## src/rtl/bbb_array_pkg.sv

```systemverilog
// bbb_array_pkg: shared defaults, level type, column map and LFSR constants for the mic-array emulator
package bbb_array_pkg;
    localparam int NUM_ROWS_DEF  = 5;
    localparam int NUM_COLS_DEF  = 8;
    localparam int ACC_WIDTH_DEF = 16;
    typedef logic [ACC_WIDTH_DEF-1:0] level_t;
    localparam logic [15:0] LFSR_SEED = 16'hACE1;
    localparam logic [15:0] LFSR_TAPS = 16'hB400;
    function automatic int sel2col(input int s, input int n);
        return (s < n/2) ? n/2-1-s : n+n/2-1-s;
    endfunction
endpackage

```

## src/rtl/bbb_array_emulator_if.sv

```systemverilog
// bbb_array_emulator_if: sampler-facing bus of the mic-array emulator (master = sampler, slave = emulator)
interface bbb_array_emulator_if import bbb_array_pkg::*; #(
    parameter int NUM_ROWS   = NUM_ROWS_DEF,
    parameter int NUM_COLS   = NUM_COLS_DEF,
    parameter int ACC_WIDTH  = ACC_WIDTH_DEF,
    parameter int SEL_WIDTH  = $clog2(NUM_COLS),
    parameter int ADDR_WIDTH = $clog2(NUM_ROWS*NUM_COLS)
);
    logic                  en;
    logic                  lr_sel;
    logic                  pdm_clk;
    logic [SEL_WIDTH-1:0]  array_sel;
    logic                  cfg_wr;
    logic [ADDR_WIDTH-1:0] cfg_addr;
    logic [ACC_WIDTH-1:0]  cfg_wdata;
    logic [NUM_ROWS-1:0]   pdm_out_ff;
    logic [15:0]           edge_cnt_ff;
    modport master(output en, lr_sel, pdm_clk, array_sel, cfg_wr, cfg_addr, cfg_wdata,
                   input pdm_out_ff, edge_cnt_ff);
    modport slave(input en, lr_sel, pdm_clk, array_sel, cfg_wr, cfg_addr, cfg_wdata,
                  output pdm_out_ff, edge_cnt_ff);
endinterface

```

## src/rtl/bbb_sdm_cell.sv

```systemverilog
// bbb_sdm_cell: one emulated mic, a first-order sigma-delta modulator with a programmable level
module bbb_sdm_cell import bbb_array_pkg::*; #(
    parameter int ACC_WIDTH = ACC_WIDTH_DEF
) (
    input  logic                 clk,
    input  logic                 reset,
    input  logic                 en,
    input  logic                 step,
    input  logic                 cin,
    input  logic [ACC_WIDTH-1:0] level,
    output logic                 bit_ff
);
    logic [ACC_WIDTH-1:0] r_acc;
    logic [ACC_WIDTH:0]   w_sum;
    assign w_sum = {1'b0, r_acc} + {1'b0, level} + {{ACC_WIDTH{1'b0}}, cin};
    // accumulate on each step; disabling clears the modulator back to its start state
    always_ff @(posedge clk or posedge reset) begin
        if (reset) begin
            r_acc  <= '0;
            bit_ff <= 1'b0;
        end else if (!en) begin
            r_acc  <= '0;
            bit_ff <= 1'b0;
        end else if (step) begin
            r_acc  <= w_sum[ACC_WIDTH-1:0];
            bit_ff <= w_sum[ACC_WIDTH];
        end
    end
endmodule

```

## src/rtl/bbb_array_emulator.sv

```systemverilog
// bbb_array_emulator: BeagleBone mic-array shield model; optional dither carry-in via BBB_EMU_DITHER_EN
module bbb_array_emulator import bbb_array_pkg::*; #(
    parameter int NUM_ROWS   = NUM_ROWS_DEF,
    parameter int NUM_COLS   = NUM_COLS_DEF,
    parameter int SEL_WIDTH  = $clog2(NUM_COLS),
    parameter int ACC_WIDTH  = ACC_WIDTH_DEF,
    parameter int MUX_LAT    = 2,
    parameter int ADDR_WIDTH = $clog2(NUM_ROWS*NUM_COLS)
) (
    input logic                 clk,
    input logic                 reset,
    bbb_array_emulator_if.slave bus
);
    localparam int NUM_MICS = NUM_ROWS*NUM_COLS;
    logic                 r_pdm_clk_q;
    logic                 w_act_edge;
    logic                 w_step;
    logic                 w_cin;
    logic [ACC_WIDTH-1:0] r_level [NUM_MICS];
    logic [NUM_MICS-1:0]  w_bits;
    logic [NUM_ROWS-1:0]  w_mux;
    logic [NUM_ROWS-1:0]  r_pipe [MUX_LAT];
    logic [15:0]          r_edge_cnt;
    assign w_act_edge = bus.lr_sel ? (bus.pdm_clk & ~r_pdm_clk_q) : (~bus.pdm_clk & r_pdm_clk_q);
    assign w_step = w_act_edge & bus.en;
`ifdef BBB_EMU_DITHER_EN
    logic [15:0] r_lfsr;
    // dither source: advances once per active pdm_clk edge
    always_ff @(posedge clk or posedge reset) begin
        if (reset) r_lfsr <= LFSR_SEED;
        else if (w_act_edge) r_lfsr <= {r_lfsr[14:0], ^(r_lfsr & LFSR_TAPS)};
    end
    assign w_cin = r_lfsr[0];
`else
    assign w_cin = 1'b0;
`endif
    // pdm_clk history for edge detection and the running count of enabled active edges
    always_ff @(posedge clk or posedge reset) begin
        if (reset) begin
            r_pdm_clk_q <= 1'b0;
            r_edge_cnt  <= '0;
        end else begin
            r_pdm_clk_q <= bus.pdm_clk;
            if (w_step) r_edge_cnt <= r_edge_cnt + 16'd1;
        end
    end
    // level registers; out-of-range addresses are dropped
    always_ff @(posedge clk or posedge reset) begin
        if (reset) begin
            for (int i = 0; i < NUM_MICS; i++) r_level[i] <= '0;
        end else if (bus.cfg_wr && int'(bus.cfg_addr) < NUM_MICS) begin
            r_level[bus.cfg_addr] <= bus.cfg_wdata;
        end
    end
    for (genvar g = 0; g < NUM_MICS; g++) begin : g_mic
        bbb_sdm_cell #(.ACC_WIDTH(ACC_WIDTH)) u_cell (
            .clk   (clk),
            .reset (reset),
            .en    (bus.en),
            .step  (w_step),
            .cin   (w_cin),
            .level (r_level[g]),
            .bit_ff(w_bits[g])
        );
    end
    // column mux: selected column's rows onto the PDM lines, unused selects read as silence
    always_comb begin
        logic [ADDR_WIDTH-1:0] idx;
        int col;
        w_mux = '0;
        idx   = '0;
        col   = sel2col(int'(bus.array_sel), NUM_COLS);
        for (int r = 0; r < NUM_ROWS; r++) begin
            idx      = ADDR_WIDTH'(col*NUM_ROWS + r);
            w_mux[r] = (int'(bus.array_sel) < NUM_COLS) ? w_bits[idx] : 1'b0;
        end
    end
    // latency pipe mimicking the shield's mux settling time
    always_ff @(posedge clk or posedge reset) begin
        if (reset) begin
            for (int i = 0; i < MUX_LAT; i++) r_pipe[i] <= '0;
        end else begin
            r_pipe[0] <= w_mux;
            for (int i = 1; i < MUX_LAT; i++) r_pipe[i] <= r_pipe[i-1];
        end
    end
    assign bus.pdm_out_ff  = r_pipe[MUX_LAT-1];
    assign bus.edge_cnt_ff = r_edge_cnt;
endmodule

```

## src/flat_wrapper.sv

```systemverilog
// flat-port wrapper written by rule: the top's interface ports become plain ports
module bbb_array_emulator_flat import bbb_array_pkg::*;
#(
    parameter int NUM_ROWS   = NUM_ROWS_DEF,
    parameter int NUM_COLS   = NUM_COLS_DEF,
    parameter int SEL_WIDTH  = $clog2(NUM_COLS),
    parameter int ACC_WIDTH  = ACC_WIDTH_DEF,
    parameter int MUX_LAT    = 2,
    parameter int ADDR_WIDTH = $clog2(NUM_ROWS*NUM_COLS)
)
  (clk, reset, bus_en, bus_lr_sel, bus_pdm_clk, bus_array_sel, bus_cfg_wr, bus_cfg_addr, bus_cfg_wdata, bus_pdm_out_ff, bus_edge_cnt_ff);
  bbb_array_emulator_if #(.NUM_ROWS(NUM_ROWS), .NUM_COLS(NUM_COLS), .ACC_WIDTH(ACC_WIDTH), .SEL_WIDTH(SEL_WIDTH), .ADDR_WIDTH(ADDR_WIDTH)) bus_i ();
  input logic clk;
  input logic reset;
  input wire logic [$bits(bus_i.en)-1:0] bus_en;
  input wire logic [$bits(bus_i.lr_sel)-1:0] bus_lr_sel;
  input wire logic [$bits(bus_i.pdm_clk)-1:0] bus_pdm_clk;
  input wire logic [$bits(bus_i.array_sel)-1:0] bus_array_sel;
  input wire logic [$bits(bus_i.cfg_wr)-1:0] bus_cfg_wr;
  input wire logic [$bits(bus_i.cfg_addr)-1:0] bus_cfg_addr;
  input wire logic [$bits(bus_i.cfg_wdata)-1:0] bus_cfg_wdata;
  output wire logic [$bits(bus_i.pdm_out_ff)-1:0] bus_pdm_out_ff;
  output wire logic [$bits(bus_i.edge_cnt_ff)-1:0] bus_edge_cnt_ff;
  assign bus_i.en = bus_en;
  assign bus_i.lr_sel = bus_lr_sel;
  assign bus_i.pdm_clk = bus_pdm_clk;
  assign bus_i.array_sel = bus_array_sel;
  assign bus_i.cfg_wr = bus_cfg_wr;
  assign bus_i.cfg_addr = bus_cfg_addr;
  assign bus_i.cfg_wdata = bus_cfg_wdata;
  assign bus_pdm_out_ff = bus_i.pdm_out_ff;
  assign bus_edge_cnt_ff = bus_i.edge_cnt_ff;
  bbb_array_emulator #(.NUM_ROWS(NUM_ROWS), .NUM_COLS(NUM_COLS), .SEL_WIDTH(SEL_WIDTH), .ACC_WIDTH(ACC_WIDTH), .MUX_LAT(MUX_LAT), .ADDR_WIDTH(ADDR_WIDTH)) u_core (.clk(clk), .reset(reset), .bus(bus_i));
endmodule
```

## config.mk

```make
export PLATFORM = sky130hd
export DESIGN_NAME = bbb_array_emulator_flat
export DESIGN_NICKNAME = d
export VERILOG_FILES = /design/src/rtl/bbb_array_pkg.sv /design/src/rtl/bbb_array_emulator_if.sv /design/src/rtl/bbb_sdm_cell.sv /design/src/rtl/bbb_array_emulator.sv /design/src/flat_wrapper.sv
export SDC_FILE = /design/constraint.sdc
export NUM_CORES = 2
export LEC_CHECK = 0
export CAP_MARGIN = 25
export CELL_PAD_IN_SITES_DETAIL_PLACEMENT = 0
export CELL_PAD_IN_SITES_GLOBAL_PLACEMENT = 1
export CORE_ASPECT_RATIO = 0.5
export CORE_MARGIN = 2
export CORE_UTILIZATION = 30
export DETAILED_ROUTE_END_ITERATION = 6
export GPL_TIMING_DRIVEN = 0
export PLACE_DENSITY_LB_ADDON = 0.1
export SLEW_MARGIN = 20
export SYNTH_ARGS = -nofsm -noshare
export SYNTH_HDL_FRONTEND = slang
export SYNTH_SLANG_ARGS = --single-unit
```

## constraint.sdc

```tcl
create_clock -name clk -period 103.9 [get_ports clk]
set_input_delay 20.78 -clock clk [delete_from_list [all_inputs] [get_ports clk]]
set_output_delay 20.78 -clock clk [all_outputs]
set_load 0.1 [all_outputs]
```

==> impl_metrics.json <==
{
  "status": "finished, final reports clean",
  "cts_resized": 0,
  "first_iter_violations": 3967,
  "critPathTopFamily": "buffers and inverters",
  "tns_ns": 0,
  "critPathCaptureType": "register",
  "final_area_sq_um": 88200,
  "overflow": 0,
  "die-area_sq_um": 261000,
  "synth.avg_cell_area_sq_um": 10.4,
  "critical_path_class": "input pin to register",
  "cp-start-kind": "input pin",
  "grt-busiest-layer": "met2",
  "io_buffers": 32,
  "post-route-period-util": 0.240,
  "rsz0062_at_grt": "false",
  "num-fill-cells": 25900,
  "synth_flop_cell": "dfrtp_1",
  "routedWlPerCell_microns": 23.8,
  "num_vias": 57400,
  "syn_area_sq_um": 77100,
  "power_leakage_nw": 41.6,
  "cpMostUsedCell": "buf_2",
  "fin_cells": 11200,
  "final_nets": 8420,
  "route.antenna.remaining_nets": 0,
  "core_area_sq_um": 255000,
  "grtUsageMet2": 0.311,
  "cts_buffer_depth": 4,
  "ys_types": 82,
  "finalCriticalPeriod_ns": 24.98,
  "area_growth_pct": 14.4,
  "drc_errors": 0,
  "peakVddDrop_uv": 10.6,
  "grt_util_met3": 0.0320,
  "setup_viol": 0,
  "crit_fanout": 10,
  "synth_cells": 7442,
  "ys_seq_area_frac": 0.437,
  "slew_headroom": 0.225,
  "drtPass1Iterations": 7,
  "crit_buf_inv": 6,
  "cpPeakStageDelay_ns": 0.81,
  "gp_congestion": 0.831,
  "crit_path_top_delay_cell": "xnor2_1",
  "cts_setup_buffers": 0,
  "ys_seq_elements": 1347,
  "synth_edf_count": 0,
  "ctsRootBufferMaster": "clkbuf_16",
  "grt_first_pass_wirelength_microns": 394000,
  "antenna_found_initial": 39,
  "io_pins": 52,
  "track_usage": 0.203,
  "crit_required_ns": 104.50,
  "maxClockFrequency_ghz": 0.0400,
  "viasPerCell": 5.12,
  "die_w_microns": 721,
  "placed_area_sq_um": 83100,
  "cts_tree": "yes",
  "yosysWarnings": 0,
  "use_met1": 0.299,
  "start_util": 0.302,
  "synth_nets": 8162,
  "hpwl_microns": 188000,
  "dp_cells": 10900,
  "rrSetupSlack_ns": 100.38,
  "hold_viol_final": 0,
  "clock_latency_ns": 0.82,
  "tightest_slew_ns": 1.16,
  "cts_inserted_buffers": 154,
  "drive_gt1_frac": 0.147,
  "finClkSkew_ns": 0.0353,
  "cap_violations": 0,
  "grt_pass1_vias": 57600,
  "clkTransAtPathRegs_ns": 0.06,
  "rows": 131,
  "finish.utilization": 0.346,
  "htree_levels": 4,
  "worstPathCellList": "clkdlybuf4s50_1, buf_2, buf_2, buf_2, inv_1, ha_1, buf_6, xnor2_1, mux4_1, mux4_2, mux2i_1, o21ai_0",
  "cts_hold_buf": 0,
  "p_per_area_nw_per_um2": 16.2,
  "slew_violations": 0,
  "async_flop_share": 1.00,
  "hold_path_class": "register to register",
  "cts_sinks": 1347,
  "drt-total-wl_microns": 267000,
  "fp.dieH_microns": 362,
  "cp_data_arrival_time_ns": 25.58,
  "grt_max_degree": 96
}
-- stage by stage --
stage               total power, mW  setup slack [ns]  hold slack (ns)
finish                         1.43             78.92            0.353
global route                   1.51             78.72            0.358
CTS                            1.45             78.84            0.354
detailed placement            0.876             77.94            0.339
global placement              0.872             24.30            0.334
floorplan                     0.793             45.15            0.331
-- state kept, by name, indices dropped and copies added, names as in the netlist --
| register | flops |
|---|---|
| u_core.g_mic.u_cell.r_acc | 640 |
| u_core.g_mic.u_cell.bit_ff | 40 |
| u_core.r_level | 640 |
| u_core.bus.pdm_out_ff | 5 |
| u_core.r_pipe | 5 |
| u_core.r_pdm_clk_q | 1 |
| u_core.bus.edge_cnt_ff | 16 |
-- worst paths after layout --
path	start	end	cells past startpoint
worst max-delay path	bus_array_sel[0]	u_core.r_pipe[6]	12
worst min-delay path	u_core.r_pipe[9]	u_core.bus.pdm_out_ff[4]	0
worst max register to register	u_core.r_pdm_clk_q	u_core.g_mic[11].u_cell.bit_ff	8
worst min register to register	u_core.r_pipe[9]	u_core.bus.pdm_out_ff[4]	0
max in group asynchronous	reset	u_core.r_level[273]	7
min in group asynchronous	reset	u_core.r_level[86]	2
-- power breakdown --
group	internal [mW]	switching, mW
Combinational	0.105	0.156
Clock	0.324	0.242
Sequential	0.574	0.0305
-- logic make-up (layout without fill, tap and decap cells) --
kind of cell / after synthesis / after routing / synth area share
xor+xnor: 446 / 446 / 0.0507
fa+ha+maj: 689 / 689 / 0.116
compound gates: 2018 / 2018 / 0.163
buf+inv: 602 / 965 / 0.0300
other cells: 0 / 16 / 0
flops: 1347 / 1347 / 0.437
simple gates: 1654 / 1654 / 0.0970
mux: 686 / 686 / 0.107
-- synthesized netlist by cell type, drive strengths merged (12+ instances only) --
library cell / instances / area (sq um)
nor4: 15 / 93.8
inv: 310 / 1160
mux4: 46 / 1040
nand3: 71 / 355
buf: 56 / 260
nor2b: 99 / 619
nand4: 46 / 288
xor2: 252 / 2210
a21oi: 397 / 1990
clkbuf: 236 / 886
mux2: 622 / 7000
a211o: 19 / 166
nor3: 50 / 250
nor2: 310 / 1170
dfrtp: 1347 / 33700
a22o: 73 / 639
nor3b: 14 / 105
a211oi: 56 / 420
and2: 44 / 275
a311oi: 26 / 228
o21bai: 21 / 158
o21ai: 827 / 4150
or3: 12 / 75.1
xnor2: 194 / 1700
mux2i: 18 / 180
o211ai: 51 / 383
a21o: 157 / 1180
a221o: 18 / 180
fa: 40 / 801
nand2: 822 / 3090
a221oi: 17 / 149
nand3b: 17 / 128
nand4b: 12 / 105
o31ai: 73 / 553
o21a: 61 / 458
a31oi: 58 / 363
nand2b: 65 / 407
a22oi: 15 / 113
and3: 50 / 313
o311ai: 17 / 149
ha: 649 / 8120
a32o: 32 / 320
-- per-layer routing --
layer | vias to the layer above | part of all wire
met3 | 274 | 0.050
met1 | 28700 | 0.50
li1 | 27300 | -
met4 | 2 | 0.024
met5 | - | 0.000075
met2 | 1090 | 0.43
-- worst register-to-register path: cells and delay by family (launching register included) --
| family | cells | cell delay [ns] |
|---|---|---|
| DFF | 1 | 0.34 |
| buffers and inverters | 3 | 1.99 |
| and+or+nand+nor | 2 | 0.25 |
| AOI/OAI and AO/OA | 3 | 0.84 |
-- layout make-up --
cell class | instances | area [sq um] | area share
Clock inverter | 35 | 373 | 0.00423
Buffer | 292 | 1280 | 0.0145
Multi-Input combinational cell | 5493 | 41100 | 0.466
Sequential cell | 1347 | 33700 | 0.382
Clock buffer | 226 | 4610 | 0.0523
Timing Repair Buffer | 102 | 1680 | 0.0190
Inverter | 310 | 1170 | 0.0133
Antenna cell | 16 | 40.0 | 0.000454
Tap cell | 3391 | 4240 | 0.0481
-- layout by cell type (no fill, tap or decap), drive strengths merged, types with 40 or more instances in the layout --
| cell type | instances |
|---|---|
| dfrtp | 1347 |
| o21ai | 827 |
| nand2 | 822 |
| ha | 649 |
| mux2 | 622 |
| clkbuf | 463 |
| a21oi | 397 |
| inv | 314 |
| nor2 | 310 |
| xor2 | 252 |
| xnor2 | 194 |
| a21o | 157 |
| buf | 125 |
| nor2b | 99 |
| a22o | 73 |
| o31ai | 73 |
| nand3 | 71 |
| nand2b | 65 |
| o21a | 61 |
| a31oi | 58 |
| a211oi | 56 |
| o211ai | 51 |
| and3 | 50 |
| nor3 | 50 |
| nand4 | 46 |
| mux4 | 46 |
| and2 | 44 |
| fa | 40 |
Note: power is estimated with default switching activity, not from simulation.
